File: src/rtl/ps2_host_tx_if.sv
// Command handshake between the host-side controller and the PS/2 transmitter.
interface ps2_host_tx_if;
    logic       tx_valid;
    logic [7:0] tx_data;
    logic       tx_ready;
    logic       tx_done;
    logic       tx_error;

    modport master (
        output tx_valid,
        output tx_data,
        input  tx_ready,
        input  tx_done,
        input  tx_error
    );

    modport slave (
        input  tx_valid,
        input  tx_data,
        output tx_ready,
        output tx_done,
        output tx_error
    );
endinterface

File: src/rtl/ps2_host_tx.sv
// Host-to-device PS/2 transmitter: sends one command byte to the keyboard
// over the shared open-drain clock/data lines and reports done or error.
//
// state     | meaning
// ----------+-------------------------------------------------------------
// IDLE      | bus released, ready for a command byte
// INHIBIT   | hold PS2_CLK low; start bit driven in the last cycle
// REQ       | clock released, data held low, wait for first device edge
// SEND      | drive data/parity/stop on device falling edges
// ACK       | data released, sample device ACK on edge 11
// WAITIDLE  | wait for clock and data both high
// ERR       | release lines, pulse tx_error
module ps2_host_tx #(
    parameter int INHIBIT_CYCLES = 12000,
    parameter int FIRST_TIMEOUT  = 1500000,
    parameter int EDGE_TIMEOUT   = 200000,
    parameter int FILTER_LEN     = 4
) (
    input  logic            clk,
    input  logic            rst,
    ps2_host_tx_if.slave    bus,
    input  logic            ps2_clk_in,
    input  logic            ps2_data_in,
    output logic            ps2_clk_oe,
    output logic            ps2_data_oe,
    output logic            rx_inhibit
);

    typedef enum logic [2:0] {
        S_IDLE,
        S_INHIBIT,
        S_REQ,
        S_SEND,
        S_ACK,
        S_WAITIDLE,
        S_ERR
    } state_t;

    localparam int INH_W = (INHIBIT_CYCLES > 1) ? $clog2(INHIBIT_CYCLES) : 1;
    localparam int FLT_W = (FILTER_LEN > 1) ? $clog2(FILTER_LEN) : 1;
    localparam logic [INH_W-1:0] INH_TC   = INH_W'(INHIBIT_CYCLES - 1);
    localparam logic [FLT_W-1:0] FLT_TC   = FLT_W'(FILTER_LEN - 1);
    // Timeouts fire on the last cycle of the allowed window, so the error
    // pulse lands exactly TIMEOUT cycles after the window opened.
    localparam logic [20:0]      FIRST_TC = 21'(FIRST_TIMEOUT - 1);
    localparam logic [20:0]      EDGE_TC  = 21'(EDGE_TIMEOUT - 1);

    state_t             state, state_nxt;
    logic [1:0]         clk_sync, data_sync;
    logic               clk_s, data_s;
    logic               clk_filt;
    logic [FLT_W-1:0]   flt_cnt;
    logic               fall;
    logic [8:0]         shreg, shreg_nxt;
    logic [3:0]         bitcnt, bitcnt_nxt;
    logic [INH_W-1:0]   inh_cnt, inh_nxt;
    logic [20:0]        tmo, tmo_nxt;
    logic               data_oe_nxt;
    logic               done_nxt;

    assign clk_s  = clk_sync[1];
    assign data_s = data_sync[1];
    // A level is accepted on the edge that takes the FILTER_LEN-th
    // consecutive differing sample; a fall is that acceptance from high.
    assign fall   = clk_filt && !clk_s && (flt_cnt == FLT_TC);

    // Two-flop synchronisers for the asynchronous pad inputs (idle high).
    always_ff @(posedge clk or negedge rst) begin
        if (!rst) begin
            clk_sync  <= 2'b11;
            data_sync <= 2'b11;
        end else begin
            clk_sync  <= {clk_sync[0], ps2_clk_in};
            data_sync <= {data_sync[0], ps2_data_in};
        end
    end

    // Clock deglitch: level follows the synced input after a stable run.
    always_ff @(posedge clk or negedge rst) begin
        if (!rst) begin
            clk_filt <= 1'b1;
            flt_cnt  <= '0;
        end else if (clk_s == clk_filt) begin
            flt_cnt  <= '0;
        end else if (flt_cnt == FLT_TC) begin
            clk_filt <= clk_s;
            flt_cnt  <= '0;
        end else begin
            flt_cnt  <= flt_cnt + 1'b1;
        end
    end

    // Next-state and next-output logic.
    always_comb begin
        state_nxt   = state;
        shreg_nxt   = shreg;
        bitcnt_nxt  = bitcnt;
        inh_nxt     = inh_cnt;
        data_oe_nxt = ps2_data_oe;
        done_nxt    = 1'b0;
        unique case (state)
            S_IDLE: begin
                data_oe_nxt = 1'b0;
                if (bus.tx_valid) begin
                    shreg_nxt   = {~^bus.tx_data, bus.tx_data};
                    bitcnt_nxt  = 4'd0;
                    inh_nxt     = INH_TC;
                    state_nxt   = S_INHIBIT;
                    data_oe_nxt = (INH_TC == '0);
                end
            end
            S_INHIBIT: begin
                if (inh_cnt == '0) begin
                    state_nxt   = S_REQ;
                    data_oe_nxt = 1'b1;
                end else begin
                    inh_nxt     = inh_cnt - 1'b1;
                    data_oe_nxt = (inh_cnt == INH_W'(1));
                end
            end
            S_REQ: begin
                data_oe_nxt = 1'b1;
                if (fall) begin
                    data_oe_nxt = ~shreg[0];
                    shreg_nxt   = {1'b0, shreg[8:1]};
                    bitcnt_nxt  = 4'd1;
                    state_nxt   = S_SEND;
                end else if (tmo == FIRST_TC) begin
                    state_nxt   = S_ERR;
                end
            end
            S_SEND: begin
                if (fall) begin
                    if (bitcnt == 4'd9) begin
                        data_oe_nxt = 1'b0;
                        state_nxt   = S_ACK;
                    end else begin
                        data_oe_nxt = ~shreg[0];
                        shreg_nxt   = {1'b0, shreg[8:1]};
                        bitcnt_nxt  = bitcnt + 4'd1;
                    end
                end else if (tmo == EDGE_TC) begin
                    state_nxt = S_ERR;
                end
            end
            S_ACK: begin
                data_oe_nxt = 1'b0;
                if (fall) begin
                    state_nxt = data_s ? S_ERR : S_WAITIDLE;
                end else if (tmo == EDGE_TC) begin
                    state_nxt = S_ERR;
                end
            end
            S_WAITIDLE: begin
                data_oe_nxt = 1'b0;
                if (clk_filt && data_s) begin
                    done_nxt  = 1'b1;
                    state_nxt = S_IDLE;
                end else if (tmo == EDGE_TC) begin
                    state_nxt = S_ERR;
                end
            end
            S_ERR: begin
                data_oe_nxt = 1'b0;
                state_nxt   = S_IDLE;
            end
            default: begin
                data_oe_nxt = 1'b0;
                state_nxt   = S_IDLE;
            end
        endcase

        if (state_nxt == S_ERR || state_nxt == S_IDLE) begin
            data_oe_nxt = 1'b0;
        end

        // tmo restarts on any state change and on every device edge.
        if (state_nxt != state || fall) begin
            tmo_nxt = '0;
        end else if (state == S_REQ || state == S_SEND ||
                     state == S_ACK || state == S_WAITIDLE) begin
            tmo_nxt = tmo + 21'd1;
        end else begin
            tmo_nxt = '0;
        end
    end

    // State, datapath and registered outputs.
    always_ff @(posedge clk or negedge rst) begin
        if (!rst) begin
            state        <= S_IDLE;
            shreg        <= '0;
            bitcnt       <= '0;
            inh_cnt      <= '0;
            tmo          <= '0;
            ps2_clk_oe   <= 1'b0;
            ps2_data_oe  <= 1'b0;
            rx_inhibit   <= 1'b0;
            bus.tx_ready <= 1'b1;
            bus.tx_done  <= 1'b0;
            bus.tx_error <= 1'b0;
        end else begin
            state        <= state_nxt;
            shreg        <= shreg_nxt;
            bitcnt       <= bitcnt_nxt;
            inh_cnt      <= inh_nxt;
            tmo          <= tmo_nxt;
            ps2_clk_oe   <= (state_nxt == S_INHIBIT);
            ps2_data_oe  <= data_oe_nxt;
            rx_inhibit   <= (state_nxt != S_IDLE);
            bus.tx_ready <= (state_nxt == S_IDLE);
            bus.tx_done  <= done_nxt;
            bus.tx_error <= (state_nxt == S_ERR);
        end
    end

endmodule

File: src/flat_wrapper.sv
// flat-port wrapper written by rule: the top's interface ports become plain ports
module ps2_host_tx_flat 
#(
    parameter int INHIBIT_CYCLES = 12000,
    parameter int FIRST_TIMEOUT  = 1500000,
    parameter int EDGE_TIMEOUT   = 200000,
    parameter int FILTER_LEN     = 4
)
  (clk, rst, ps2_clk_in, ps2_data_in, ps2_clk_oe, ps2_data_oe, rx_inhibit, bus_tx_valid, bus_tx_data, bus_tx_ready, bus_tx_done, bus_tx_error);
  ps2_host_tx_if bus_i ();
  input  logic clk;
  input  logic rst;
  input  logic ps2_clk_in;
  input  logic ps2_data_in;
  output logic ps2_clk_oe;
  output logic ps2_data_oe;
  output logic rx_inhibit;
  input wire logic [$bits(bus_i.tx_valid)-1:0] bus_tx_valid;
  input wire logic [$bits(bus_i.tx_data)-1:0] bus_tx_data;
  output wire logic [$bits(bus_i.tx_ready)-1:0] bus_tx_ready;
  output wire logic [$bits(bus_i.tx_done)-1:0] bus_tx_done;
  output wire logic [$bits(bus_i.tx_error)-1:0] bus_tx_error;
  assign bus_i.tx_valid = bus_tx_valid;
  assign bus_i.tx_data = bus_tx_data;
  assign bus_tx_ready = bus_i.tx_ready;
  assign bus_tx_done = bus_i.tx_done;
  assign bus_tx_error = bus_i.tx_error;
  ps2_host_tx #(.INHIBIT_CYCLES(INHIBIT_CYCLES), .FIRST_TIMEOUT(FIRST_TIMEOUT), .EDGE_TIMEOUT(EDGE_TIMEOUT), .FILTER_LEN(FILTER_LEN)) u_core (.clk(clk), .rst(rst), .bus(bus_i), .ps2_clk_in(ps2_clk_in), .ps2_data_in(ps2_data_in), .ps2_clk_oe(ps2_clk_oe), .ps2_data_oe(ps2_data_oe), .rx_inhibit(rx_inhibit));
endmodule
File: config.mk
export PLATFORM = sky130hd
export DESIGN_NAME = ps2_host_tx_flat
export DESIGN_NICKNAME = d
export VERILOG_FILES = /design/src/rtl/ps2_host_tx_if.sv /design/src/rtl/ps2_host_tx.sv /design/src/flat_wrapper.sv
export SDC_FILE = /design/constraint.sdc
export NUM_CORES = 1
export LEC_CHECK = 0
export CORE_UTILIZATION = 40
export DETAILED_ROUTE_END_ITERATION = 6
export DONT_BUFFER_PORTS = 1
export GPL_ROUTABILITY_DRIVEN = 0
export PLACE_DENSITY_LB_ADDON = 0.1
export RECOVER_POWER = 50
export SLEW_MARGIN = 30
export SYNTH_ARGS = -nofsm -noshare
export SYNTH_HDL_FRONTEND = slang
export SYNTH_SLANG_ARGS = --single-unit
File: constraint.sdc
create_clock -name clk -period 2.55 [get_ports clk]
set_input_delay 0.51 -clock clk [delete_from_list [all_inputs] [get_ports clk]]
set_output_delay 0.51 -clock clk [all_outputs]
set_load 0.02 [all_outputs]
==> reports/summary.txt, run 1 <==
Die area - 9190 um^2
Synth warn - 0
Hold endpoint - u_core.data_sync[0]$_DFF_PN1_
Reg2reg setup slack - 150 ps
P_leak - 1.52 nW
Sw Share - 22.5%
Seq/Total Area, Yosys - 45.7%
Area contributors post-synth - dfrtp_1 (41%), xor2_1 (5.2%), nand2_1 (4.6%), dfstp_2 (4.5%), xnor2_1 (4.2%)
Worst Skew - 10.7 ps
PortBufs - 0
Clock network fraction of total power - 42.1%
Final setup fails - 0
Vias in the first global route - 2639
Fin area - 3880 um^2
Ys flop type - dfrtp_1
#FFs+latches synth - 64
Overflow after GRT - 0
Dpl hpwl - 5020 um
Drt pass-1 iters - 4
Vias - 2553
Largest net degree at the start of global routing - 59
Critical path class - flop to flop
Area Overhead vs Synth - 9.98%
Antenna violations before repair - 0
Worst-path clk slew - 70 ps
Routed WL per cell - 14.8 um
Status - finished, final reports clean
FF-to-FF End - u_core.tmo[6]$_DFF_PN0_
Die Y - 95.9 um
Worst Setup SP - u_core.clk_sync[1]$_DFF_PN1_
Minimum clock period - 2400 ps
HP Class - input port to flop
Logic pwr share - 5.4%
Synth unique cells - 54
PwrDens - 521 nW/um^2
Max Slew Vio Count - 0
Part of the power in registers - 52.6%
Num CTS Buffers - 9
Starting Density - 42.1%
Post-Syn Instances - 365
Crit path required time - 2820 ps
Hold depth - 0
Horiz. Die Dim - 95.9 um
Number of remaining DRC errors - 0
Max-Cap Viols - 0
Maximum vdd drop - 0.236 mV
Yosys top cell by area - dfrtp_1
Gr usage total - 18.0%
Synth top area share - 41.2%
Resize count post-CTS - 0
First-pass GRT wire length - 12600 um
Vias per cell - 5.25
Hold Vio Cnt, Final - 0
Number of cells on the worst reg-to-reg path - 8
Unrepaired setup endpoints after global routing - false
Antenna Cells - 0
Initial DRC Count - 155
Num ports - 19
Fin crit share - 94.0%
Reg-to-Reg Start - u_core.clk_sync[1]$_DFF_PN1_
Syn Area/Cell - 9.66 um^2
Final core utilization - 46.2%
Worst skew pair latency - 340 ps
Worst-Margin Slew - 1440 ps
Setup TNS - 0 ps
Synth top cells by count - dfrtp_1 (58), nand2_1 (43), nor2_1 (26)
Worst setup EP type - flop
Async set-reset flop share out of synthesis - 100%
Final wirelength - 7190 um
CTS tree - yes
Hold_sp - ps2_data_in
Core area - 8380 um^2
EDFF count, synth - 0
Post-route ant nets - 0
Internal power - 0.00156 W
Row cnt - 33
Maximum clock insertion buffer count - 2
Startpoint Class - flop
Slew headroom - 3.82%
Post-layout net count - 398
Root Driver - clkbuf_8
Mapped cell area - 3520 um^2
# H-tree levels - 3
Most numerous cell in the Yosys netlist - dfrtp_1
Critical Path Fanout Max - 16
Syn nets - 387
CTS sink cnt - 64
Psw - 0.000454 W
CP arrival - 2670 ps
Hold WS - 163 ps
Area post-placement - 3670 um^2
Fmax - 417 MHz
Share of cells above drive strength 1 - 12.6%
==> critical path, stage by stage (launching register included) <==
cell,delay (ps)
dfstp_2,520
inv_1,40
ha_1,210
and2_1,240
a311oi_2,220
o21ai_1,100
or3_1,420
a211o_4,420
nor2_1,150
==> layout by cell type (no fill, tap or decap), types with 7 or more instances in the layout <==
| cell | instances |
|---|---|
| nor2_4 | 8 |
| and2_1 | 7 |
| mux2i_1 | 8 |
| nor2_1 | 26 |
| nand4_1 | 7 |
| o21ai_0 | 16 |
| buf_4 | 13 |
| dfrtp_1 | 58 |
| nand2_1 | 43 |
| a21oi_1 | 10 |
| ha_1 | 9 |
| nand3_1 | 20 |
| xnor2_1 | 17 |
| inv_1 | 10 |
| nor3_1 | 16 |
| xor2_1 | 21 |
| clkbuf_8 | 10 |
==> worst max-delay path by stage <==
stage | end | slack, ps | cells after the start
floorplan | u_core.tmo[16]$_DFF_PN0_ | 130 | 11
global placement | u_core.tmo[3]$_DFF_PN0_ | 200 | 8
detailed placement | u_core.tmo[20]$_DFF_PN0_ | 140 | 8
CTS | u_core.tmo[6]$_DFF_PN0_ | 120 | 8
global route | u_core.tmo[5]$_DFF_PN0_ | 30 | 8
finish | u_core.tmo[6]$_DFF_PN0_ | 150 | 8
==> layer usage <==
layer  vias to the layer above  part of all wire [%]  GRT usage [%]
li1                       1298                     -              -
met1                      1198                    50           24.8
met2                        46                    44           27.3
met3                        11                   4.2           3.95
met4                         0                   1.8           7.21
met5                         -                     0              0
==> registers in the layout, summed over array words and instances, names as in the netlist, 2 cells and up <==
name and count:
u_core.flt_cnt 2, u_core.clk_sync 2, u_core.bitcnt 4, u_core.state 3, u_core.inh_cnt 14, u_core.data_sync 2
u_core.tmo 21, u_core.shreg 9
==> through the flow <==
stage | std cells | setup slack (ps) | total power (W)
6_report | 486 | 152 | 0.00202
5_1_grt | 486 | 30.0 | 0.00211
4_1_cts | 486 | 121 | 0.00206
3_5_place_dp | 468 | 135 | 0.00117
3_3_place_gp | 468 | 201 | 0.00116
2_1_floorplan | 365 | 133 | 0.00115
==> kinds of logic after synthesis <==
group / count (synthesis) / synth area share [%]
AND/OR/NAND/NOR: 169 / 26.2
flip-flops: 64 / 45.7
multiplexers: 8 / 2.27
adder cells (fa/ha/maj): 9 / 3.19
XOR/XNOR: 38 / 9.44
buffers and inverters: 25 / 3.41
AO/OA/AOI/OAI: 52 / 9.80
==> power groups by stage <==
stage | sequential (W) | combinational (W) | clock [W]
3_3_place_gp | 0.00108 | 0.0000847 | 0
4_1_cts | 0.00106 | 0.000117 | 0.000878
6_report | 0.00106 | 0.000108 | 0.000849
3_5_place_dp | 0.00108 | 0.0000893 | 0
5_1_grt | 0.00107 | 0.000128 | 0.000917
2_1_floorplan | 0.00108 | 0.0000720 | 0
==> what timing repair did <==
item,4_1_cts,5_1_grt
hold buffers,2,0
buffers inserted,0,0
hold endpoints to repair,58,0
setup endpoints to repair,0,3
==> layout make-up <==
class,instances,area [um^2]
Sequential cell,64,1610
Multi-Input combinational cell,276,1800
Clock inverter,4,45.0
Clock buffer,12,145
Timing Repair Buffer,15,113
Tap cell,105,131
Inverter,10,37.5
Fill cell,805,4510
No activity file was read; power rests on OpenSTA's default activity.
==> run 2, diff against run 1 <==
--- a/config.mk
+++ b/config.mk
@@ -5,12 +5,15 @@
 export SDC_FILE = /design/constraint.sdc
 export NUM_CORES = 1
 export LEC_CHECK = 0
-export CORE_UTILIZATION = 40
+export CELL_PAD_IN_SITES_DETAIL_PLACEMENT = 1
+export CELL_PAD_IN_SITES_GLOBAL_PLACEMENT = 2
+export CORE_UTILIZATION = 37
 export DETAILED_ROUTE_END_ITERATION = 6
 export DONT_BUFFER_PORTS = 1
 export GPL_ROUTABILITY_DRIVEN = 0
 export PLACE_DENSITY_LB_ADDON = 0.1
 export RECOVER_POWER = 50
+export SKIP_CTS_REPAIR_TIMING = 1
 export SLEW_MARGIN = 30
 export SYNTH_ARGS = -nofsm -noshare
 export SYNTH_HDL_FRONTEND = slang
==> run 2 against run 1 <==
  * The flow now finishes with violations (capacitance limit, slew limit)
  * Largest cell class unchanged
  * Critical path depth unchanged
  * First-iteration DRC count is 50% lower
  * Largest power group unchanged
  * Count of clock-buffer cells in the layout is 3 higher
  * Non-clock buffer count shrank 1
  * Sequential share of layout area is essentially flat
  * Combinational power is essentially flat
  * Register-to-register slack about the same
  * Clock power decreased by 6.9%
  * Worst setup slack improved by 13 ps
  * Final area barely moved
  * Critical path type unchanged
  * Hold slack got worse by 0.52 ps
==> reports/summary.txt, run 2 (synthesis gave the netlist of run 1 again) <==
Hold Vio Cnt, Final - 0
Share of cells above drive strength 1 - 12.1%
Reg-to-Reg Start - u_core.clk_sync[1]$_DFF_PN1_
Minimum clock period - 2390 ps
Drt pass-1 iters - 4
Vias per cell - 5.17
Die Y - 99.6 um
Maximum clock insertion buffer count - 2
Number of cells on the worst reg-to-reg path - 8
Failing checks - capacitance limit, slew limit
Setup TNS - 0 ps
Multi-input gate area - 1800 um^2
Crit path required time - 2820 ps
Number of remaining DRC errors - 0
Slew headroom - -9.71%
# H-tree levels - 3
Most frequent cells in the layout - dfrtp_1 (58), nand2_1 (43), nor2_1 (26)
CTS tree - yes
Fill count - 1067
Antenna violations before repair - 0
Worst-path clk slew - 70 ps
FF-to-FF End - u_core.tmo[20]$_DFF_PN0_
Top reg by flops - u_core.tmo
Root Driver - clkbuf_8
Num CTS Buffers - 9
CP arrival - 2660 ps
Sequential cell area - 1610 um^2
Most common cell after layout, fill and taps aside - dfrtp_1
Worst skew pair latency - 350 ps
Area post-placement - 3700 um^2
Startpoint Class - flop
Hold endpoint - u_core.data_sync[0]$_DFF_PN1_
CTS sink cnt - 64
Worst Skew - 10.5 ps
Max reg flops - 21
Die area - 9920 um^2
HP Class - input port to flop
Fin area - 3880 um^2
Dpl hpwl - 5900 um
Design Power - 0.00196 W
Fin crit share - 93.5%
Fmax - 419 MHz
Area Overhead vs Synth - 10.0%
Vias - 2631
Critical path class - flop to flop
Horiz. Die Dim - 99.6 um
Max Slew Vio Count - 65
Status - finished, violations left
Hold depth - 0
Initial DRC Count - 78
Largest net degree at the start of global routing - 65
P_leak - 1.50 nW
Post-route ant nets - 0
Hold_sp - ps2_data_in
Worst setup EP type - flop
Unrepaired setup endpoints after global routing - false
Final wirelength - 8250 um
Reg2reg setup slack - 160 ps
Overflow after GRT - 0
Final setup fails - 0
Antenna Cells - 0
Core area - 9240 um^2
Worst-Margin Slew - 1650 ps
Biggest regs - u_core.tmo (21), u_core.inh_cnt (14), u_core.shreg (9)
Gr usage total - 18.6%
PortBufs - 0
Post-layout net count - 397
Vias in the first global route - 2811
Starting Density - 38.1%
Routed WL per cell - 16.2 um
First-pass GRT wire length - 14100 um
Max-Cap Viols - 1
Critical Path Fanout Max - 16
PwrDens - 505 nW/um^2
Maximum vdd drop - 0.183 mV
Num ports - 19
Row cnt - 35
[run 2: cell count changes in the layout (fill, tap and decap cells not counted), sizes merged]
cell,before,now
dlygate4sd3,1,0
clkbuf,13,16
bufinv,1,0
clkinv,3,1
[run 2: worst max-delay path by stage]
stage	start	end	cells past startpoint	slack, ps
after global routing	u_core.clk_sync[1]$_DFF_PN1_	u_core.tmo[20]$_DFF_PN0_	8	7
final	u_core.clk_sync[1]$_DFF_PN1_	u_core.tmo[20]$_DFF_PN0_	8	160
after CTS	u_core.clk_sync[1]$_DFF_PN1_	u_core.tmo[8]$_DFF_PN0_	8	110
after floorplan	u_core.clk_sync[1]$_DFF_PN1_	u_core.tmo[16]$_DFF_PN0_	11	130
after detailed placement	u_core.clk_sync[1]$_DFF_PN1_	u_core.tmo[8]$_DFF_PN0_	8	140
after global placement	u_core.clk_sync[1]$_DFF_PN1_	u_core.tmo[3]$_DFF_PN0_	8	190
[run 2: final cells by class]
type | count | area share, %
multi-input cells | 276 | 46.3
flip-flops and latches | 64 | 41.5
clock buffers | 15 | 4.29
well taps | 129 | 4.16
repair buffers | 14 | 2.65
inverters | 10 | 0.968
clock inverters | 1 | 0.129
[run 2: layer usage]
layer	part of all wire, %	wire (um)	global-route usage, %
met2	48	3970	29.9
met1	48	3930	24.1
met3	3.0	245	5.20
met5	0	0	0
met4	1.2	101	6.11
[run 2: critical path, stage by stage (launching register included)]
cell and delay, ps:
dfstp_2 510, inv_1 40, ha_1 200, and2_1 240, a311oi_2 200, o21ai_1 100, or3_1 420, a211o_4 430
nor2_1 160
[run 2: power by group]
part	switching [W]	internal [W]
Sequential	0.0000152	0.00105
Clock	0.000383	0.000407
Combinational	0.0000639	0.0000420
Total	0.000462	0.00149
[run 2: through the flow]
stage                     setup slack [ps]  utilization (%)  hold WS [ps]  instances
after floorplan                        133                -           214        365
after CTS                              113             41.9          -171        508
after global placement                 185             40.1           216        492
final                                  165             42.0           162        509
after global routing                  6.80             42.0           129        509
after detailed placement               143             40.1           216        492
==> run 3, diff against run 2 <==
==> constraint.sdc (replaced) <==
create_clock -name clk -period 2.55 [get_ports clk]
set_input_delay 0.3825 -clock clk [delete_from_list [all_inputs] [get_ports clk]]
set_output_delay 0.3825 -clock clk [all_outputs]
set_load 0.02 [all_outputs]
==> run 3 against run 2 <==
  * The flow still finishes with violations (capacitance limit, slew limit)
  * Total power is essentially flat
  * Via count grew 0.11%
  * Global-route usage did not move
  * Hold slack got worse by 130 ps
  * Clock skew about the same
  * Largest cell class unchanged
  * Highest routed layer unchanged
==> reports/summary.txt, run 3 (synthesis gave the netlist of run 1 again) <==
Unrepaired setup endpoints after global routing - false
Core area - 9240 um^2
Failing checks - capacitance limit, slew limit
Starting Density - 38.1%
Most frequent cells in the layout - dfrtp_1 (58), nand2_1 (43), nor2_1 (26)
Critical Path Fanout Max - 16
Drt pass-1 iters - 4
Antenna violations before repair - 0
Worst skew pair latency - 350 ps
Critical path class - flop to flop
PortBufs - 0
Hold depth - 0
Most common cell after layout, fill and taps aside - dfrtp_1
Status - finished, violations left
Reg-to-Reg Start - u_core.clk_sync[1]$_DFF_PN1_
Vias - 2634
Max stage delay on crit path - 510 ps
Biggest regs - u_core.tmo (21), u_core.inh_cnt (14), u_core.shreg (9)
Max-Cap Viols - 1
Hold Vio Cnt, Final - 0
Reg2reg setup slack - 160 ps
Number of remaining DRC errors - 0
# H-tree levels - 3
First-pass GRT wire length - 14100 um
Vias in the first global route - 2811
Met2 Use GR - 29.9%
Hold_sp - ps2_data_in
Slew headroom - -9.39%
Share of cells above drive strength 1 - 12.1%
Die area - 9920 um^2
Fin area - 3890 um^2
Routed WL per cell - 16.2 um
Overflow after GRT - 0
Post-layout net count - 398
Minimum clock period - 2390 ps
Area post-placement - 3700 um^2
PwrDens - 504 nW/um^2
Grt met3 use - 5.20%
Die Y - 99.6 um
Startpoint Class - flop
Initial DRC Count - 73
Num ports - 19
Row cnt - 35
CTS sink cnt - 64
Worst Skew - 10.5 ps
Crit path required time - 2820 ps
Root Driver - clkbuf_8
Worst-path cell chain - inv_1 -> ha_1 -> and2_1 -> a311oi_2 -> o21ai_1 -> or3_1 -> a211o_4 -> nor2_1
Worst slack at placement - 143 ps
GR peak layer - met2
Worst-Margin Slew - 1640 ps
Hold endpoint - u_core.data_sync[0]$_DFF_PN1_
Maximum clock insertion buffer count - 2
Worst-path clk slew - 70 ps
Met1 GRT Util - 24.1%
Worst setup EP type - flop
Setup TNS - 0 ps
Number of cells on the worst reg-to-reg path - 8
Critical path's top delay family - simple AND/OR/NAND/NOR gates
FF-to-FF End - u_core.tmo[20]$_DFF_PN0_
CTS tree - yes
Fin crit share - 93.5%
Max reg flops - 21
CP arrival - 2660 ps
Final wirelength - 8260 um
Fmax - 419 MHz
Final core utilization - 42.1%
Vias per cell - 5.16
HP Class - input port to flop
Final WS setup - 165 ps
Largest net degree at the start of global routing - 65
Max Slew Vio Count - 65
Maximum vdd drop - 0.183 mV
Horiz. Die Dim - 99.6 um
Final Non-Filler Cells - 510
P_leak - 1.51 nW
Slowest cell on the critical path - dfstp_2
Gr usage total - 18.6%
Top reg by flops - u_core.tmo
Antenna Cells - 0
Num CTS Buffers - 9
Buf/Inv on CP - 1
Dpl hpwl - 5900 um
Final setup fails - 0
Area Overhead vs Synth - 10.3%
Placed cell count - 492
Post-route ant nets - 0
run 3: metal layers:
metal / routed length [um] / up-vias
li1: - / 1300
met1: 3930 / 1303
met2: 3980 / 22
met3: 249 / 9
met4: 101 / 0
met5: 0 / -
run 3: worst reg2reg max path: cells and delay by family, from the launching register on:
family | cells | cell delay (ps)
buf+inv | 1 | 40
flops | 1 | 510
compound gates | 3 | 730
fa+ha+maj | 1 | 200
simple gates | 3 | 820
run 3: how the worst max path moves through the flow:
stage                            startpoint                        to  slack [ps]  cells past startpoint
2_1_floorplan  u_core.clk_sync[1]$_DFF_PN1_  u_core.tmo[16]$_DFF_PN0_         130                     11
3_3_place_gp   u_core.clk_sync[1]$_DFF_PN1_   u_core.tmo[3]$_DFF_PN0_         190                      8
3_5_place_dp   u_core.clk_sync[1]$_DFF_PN1_   u_core.tmo[8]$_DFF_PN0_         140                      8
4_1_cts        u_core.clk_sync[1]$_DFF_PN1_   u_core.tmo[8]$_DFF_PN0_         110                      8
5_1_grt        u_core.clk_sync[1]$_DFF_PN1_  u_core.tmo[20]$_DFF_PN0_           7                      8
6_report       u_core.clk_sync[1]$_DFF_PN1_  u_core.tmo[20]$_DFF_PN0_         160                      8
run 3: report_power, final:
| group | switching [W] | total (W) | leakage, nW | internal, W |
|---|---|---|---|---|
| Combinational | 0.0000642 | 0.000107 | 0.615 | 0.0000430 |
| Clock | 0.000383 | 0.000790 | 0.0877 | 0.000407 |
| Sequential | 0.0000152 | 0.00106 | 0.804 | 0.00105 |
| Total | 0.000463 | 0.00196 | 1.51 | 0.00150 |
run 3: through the flow:
| step | hold WS [ps] | total power, W |
|---|---|---|
| after floorplan | 86.9 | 0.00115 |
| after global routing | 1.70 | 0.00205 |
| after detailed placement | 88.2 | 0.00117 |
| after CTS | -299 | 0.00197 |
| after global placement | 88.6 | 0.00116 |
| final | 34.6 | 0.00196 |
run 3: area by class of cell:
class | count | area [um^2]
Fill cell | 1066 | 5350
Multi-Input combinational cell | 276 | 1800
Sequential cell | 64 | 1610
Clock buffer | 15 | 166
Tap cell | 129 | 161
Timing Repair Buffer | 15 | 113
Inverter | 10 | 37.5
Clock inverter | 1 | 5.00
